$ cat src/rtl/rca_nibble_seq.sv
// rtl/rca_nibble_seq.sv - nibble-serial multi-precision add controller around an external 4-bit adder
module rca_nibble_seq #(
  parameter int NIBBLES = 4
) (
  input  logic                 clk,
  input  logic                 rst,
  input  logic                 start_valid,
  output logic                 start_ready,
  input  logic [4*NIBBLES-1:0] op_a,
  input  logic [4*NIBBLES-1:0] op_b,
  input  logic                 cin,
  output logic [3:0]           add_a,
  output logic [3:0]           add_b,
  output logic                 add_cin,
  input  logic [3:0]           add_sum,
  input  logic                 add_cout,
  output logic                 res_valid,
  input  logic                 res_ready,
  output logic [4*NIBBLES-1:0] res_sum,
  output logic                 res_cout
);

  localparam int W = 4 * NIBBLES;

  localparam logic [1:0] S_IDLE = 2'd0;
  localparam logic [1:0] S_RUN  = 2'd1;
  localparam logic [1:0] S_DONE = 2'd2;

  localparam logic [3:0] LAST_IDX = 4'(NIBBLES - 1);

  logic [1:0]   state_q, state_d;
  logic [W-1:0] a_sh_q, a_sh_d;
  logic [W-1:0] b_sh_q, b_sh_d;
  logic         carry_q, carry_d;
  logic [3:0]   idx_q, idx_d;
  logic [W-1:0] res_sum_q, res_sum_d;
  logic         res_cout_q, res_cout_d;
  logic         in_run;
  logic         accept;

  always_comb begin
    in_run      = (state_q == S_RUN);
    start_ready = (state_q == S_IDLE) || ((state_q == S_DONE) && res_ready);
    accept      = start_valid && start_ready;
    res_valid   = (state_q == S_DONE);
    add_a       = in_run ? a_sh_q[3:0] : 4'd0;
    add_b       = in_run ? b_sh_q[3:0] : 4'd0;
    add_cin     = in_run ? carry_q : 1'b0;
    res_sum     = res_sum_q;
    res_cout    = res_cout_q;
  end

  always_comb begin
    state_d    = state_q;
    a_sh_d     = a_sh_q;
    b_sh_d     = b_sh_q;
    carry_d    = carry_q;
    idx_d      = idx_q;
    res_sum_d  = res_sum_q;
    res_cout_d = res_cout_q;

    case (state_q)
      S_RUN: begin
        // Sum nibbles enter at the top so the LSB nibble ends up at bit 0 after NIBBLES shifts.
        res_sum_d = (res_sum_q >> 4) | (W'(add_sum) << (W - 4));
        carry_d   = add_cout;
        a_sh_d    = a_sh_q >> 4;
        b_sh_d    = b_sh_q >> 4;
        idx_d     = idx_q + 4'd1;
        if (idx_q == LAST_IDX) begin
          res_cout_d = add_cout;
          state_d    = S_DONE;
        end
      end
      S_DONE: begin
        if (res_ready) begin
          state_d = S_IDLE;
        end
      end
      default: begin
        state_d = S_IDLE;
      end
    endcase

    // Accept also covers the DONE retire edge, giving back-to-back operation without an IDLE gap.
    if (accept) begin
      a_sh_d  = op_a;
      b_sh_d  = op_b;
      carry_d = cin;
      idx_d   = 4'd0;
      state_d = S_RUN;
    end
  end

  always_ff @(posedge clk) begin
    if (rst) begin
      state_q    <= S_IDLE;
      a_sh_q     <= '0;
      b_sh_q     <= '0;
      carry_q    <= 1'b0;
      idx_q      <= 4'd0;
      res_sum_q  <= '0;
      res_cout_q <= 1'b0;
    end else begin
      state_q    <= state_d;
      a_sh_q     <= a_sh_d;
      b_sh_q     <= b_sh_d;
      carry_q    <= carry_d;
      idx_q      <= idx_d;
      res_sum_q  <= res_sum_d;
      res_cout_q <= res_cout_d;
    end
  end

endmodule

$ cat config.mk
export PLATFORM = sky130hd
export DESIGN_NAME = rca_nibble_seq
export DESIGN_NICKNAME = d
export VERILOG_FILES = /design/src/rtl/rca_nibble_seq.sv
export SDC_FILE = /design/constraint.sdc
export NUM_CORES = 1
export LEC_CHECK = 0
export ABC_AREA = 1
export CAP_MARGIN = 40
export CORE_UTILIZATION = 48
export DETAILED_ROUTE_END_ITERATION = 6
export PLACE_DENSITY = 0.79
export SETUP_SLACK_MARGIN = 0.1
export SLEW_MARGIN = 10
export SYNTH_ARGS = -nofsm -noshare
export SYNTH_HDL_FRONTEND = slang
export SYNTH_SLANG_ARGS = --single-unit
$ cat constraint.sdc
create_clock -name clk -period 1.5 [get_ports clk]
set_input_delay 0.3 -clock clk [delete_from_list [all_inputs] [get_ports clk]]
set_output_delay 0.3 -clock clk [all_outputs]
set_load 0.03 [all_outputs]
==> metrics.md <==
| Metric | Value |
|---|---|
| Status | `finished with violations` |
| Failing checks | `setup timing` |
| Pleak | `0.00180 uW` |
| Yosys top cell area share | `0.428` |
| Crit Path Max Fanout | `5` |
| Pwr per Cell Area | `870 nW/um^2` |
| Maximum clock rate | `0.666 GHz` |
| Nature of the critical path endpoint | `primary output` |
| Hold WC Path Type | `register to register` |
| Fin nets | `515` |
| Leading area contributor after synthesis | `dfxtp_1` |
| HPWL after detailed placement | `4.29 mm` |
| Synthesis-stage register bit count | `56` |
| Clock root buffer | `clkbuf_8` |
| Critical path class | `register to primary output` |
| Final hold slack | `0.484 ns` |
| Num CTS Buffers | `5` |
| Starting DRT DRC Count | `175` |
| Skew-Pair Late Insertion Delay | `0.31 ns` |
| Largest net degree at the start of global routing | `50` |
| Initial antenna violation count | `0` |
| Final setup margin | `-0.000858 ns` |
| Layout cells sized above 1 | `0.218` |
| First-pass GRT wire length | `11.1 mm` |
| Final Hold Viols | `0` |
| Site Rows | `26` |
| Hold buffers post-CTS | `0` |
| Mapped Nets | `432` |
| Bufs on Longest Clock Path | `2` |
| Critical path arrival | `1.20 ns` |
| GRT overflow | `0` |
| Reg clk slew, reported paths | `0.10 ns` |
| Setup Viol. Count Final | `2` |
| Worst Skew | `0.0100 ns` |
| Layout area overhead | `53.0%` |
| Number of global-route vias before repair | `2387` |
| Synth cell types | `20` |
| Ant. Diodes | `0` |
| Seq/Total Area, Yosys | `0.428` |
| Worst-margin pin slew | `0.431 ns` |
| Die height | `75.9 um` |
| Mapped cell area | `2620 um^2` |
| DRC | `0` |
| Worst slew margin | `0.712` |
| IO Port Bufs | `69` |
| Core Footprint | `5170 um^2` |
| RSZ-0062 raised after global routing | `yes` |
| Fin crit period | `1.50 ns` |
| Via Count | `2909` |
| VDD IR max | `0.716 mV` |
| Dpl ws | `-0.133 ns` |
| Overall Global Routing Usage | `0.254` |
| Setup crit start kind | `register` |
| Critical Path RT | `1.20 ns` |
| GPL Wtd Cong | `0.771` |
| Syn_area_per_cell | `6.74 um^2` |
| Most frequent cells in the layout | `73 x nand2_1, 54 x dfxtp_1, 41 x nand3_1` |
| Post-Synthesis Cells | `389` |
| Commonest non-fill, non-tap cell in the layout | `nand2_1` |
| H-tree levels | `2` |
| Clk sinks | `56` |
| ANT nets after route | `0` |
| Initial Util | `0.507` |
| Via density | `5.37` |
| DR WL/cell | `14.4 um` |
| Die width | `75.9 um` |
| IO Pins | `70` |
| Max cap viols | `0` |
| Final WL | `7.78 mm` |
| Crit share post-route | `1.00` |
| Synthesis warning total | `0` |
| Area contributors post-synth | `dfxtp_1 43%, nand2_1 13%, nand3_1 7.8%, a21oi_1 7.1%, nor2_1 7.0%` |
| Fin. max-slew vios | `0` |
| CTS tree | `done` |
| Die ar. | `5760 um^2` |
| Drt first pass iters | `4` |
## flip-flops by register name, summed over array words and instances, names as in the netlist
signal / cells
carry_q: 1
a_sh_q: 16
b_sh_q: 16
state_q: 2
res_sum: 16
idx_q: 4
res_cout: 1
## synthesized netlist by cell type, drive strengths merged
master	number
nand3	42
o21ai	17
xor2	1
o21bai	1
dfxtp	56
nand4	25
clkbuf	13
ha	1
nor2	50
buf	16
a21oi	38
nand2	90
inv	39
## stage by stage
stage	TNS [ns]	cells	power, uW	util	area [um^2]
6_report	-0.00168	542	3490	0.775	4010
5_1_grt	-0.253	542	3640	0.775	4010
4_1_cts	0	533	3360	0.727	3760
3_5_place_dp	-3.43	517	2500	0.666	3450
3_3_place_gp	-2.03	517	2490	0.666	3450
2_1_floorplan	0	389	2160	-	2620
## worst paths after layout
kind / startpoint / to / slack, ns / cells past startpoint
max: state_q[1] / add_b[2] / -0.0009 / 5
min: carry_q / carry_q / 0.48 / 2
max reg2reg: state_q[0] / b_sh_q[7] / 0.03 / 9
min reg2reg: carry_q / carry_q / 0.48 / 2
## power breakdown
part,internal (uW),switching (uW),total [uW]
sequential,1600,71.6,1670
clock,318,487,804
combinational,465,544,1010
total,2380,1100,3490
## critical path, cell delays in order, from the launching register on
cell     delay, ns
dfxtp_2       0.34
inv_2         0.08
nand2_4       0.09
buf_16        0.16
nor2_4        0.08
buf_6         0.13
## cell families (layout without fill, tap and decap cells)
logic type / Yosys count / after routing / share of synthesized area
buffers and inverters: 68 / 151 / 0.108
and+or+nand+nor: 207 / 207 / 0.346
adders and majority gates: 1 / 1 / 0.00477
xor gates and xnor gates: 1 / 1 / 0.00334
DFF: 56 / 56 / 0.428
AOI/OAI and AO/OA: 56 / 56 / 0.109
## what timing repair did
action	4_1_cts	5_1_grt
resized for setup	55	53
endpoints found under the setup margin	27	53
pin swaps	2	15
buffers inserted	7	6
cloned	2	3
hold endpoints to repair	0	0
## per-layer routing
layer | share of wire | vias up | global-route usage
met5 | 0 | - | 0
met4 | 0.018 | 0 | 0.105
met3 | 0.053 | 12 | 0.0529
met2 | 0.51 | 109 | 0.422
met1 | 0.42 | 1364 | 0.319
li1 | - | 1424 | -
## layout make-up
type,instances,area [um^2]
Clock inverter,2,12.5
Multi-Input combinational cell,265,1410
Timing Repair Buffer,105,1150
Tap cell,70,87.6
Inverter,39,159
Fill cell,366,1160
Sequential cell,56,1130
Clock buffer,5,68.8
Power figures use the tool's default switching activity.
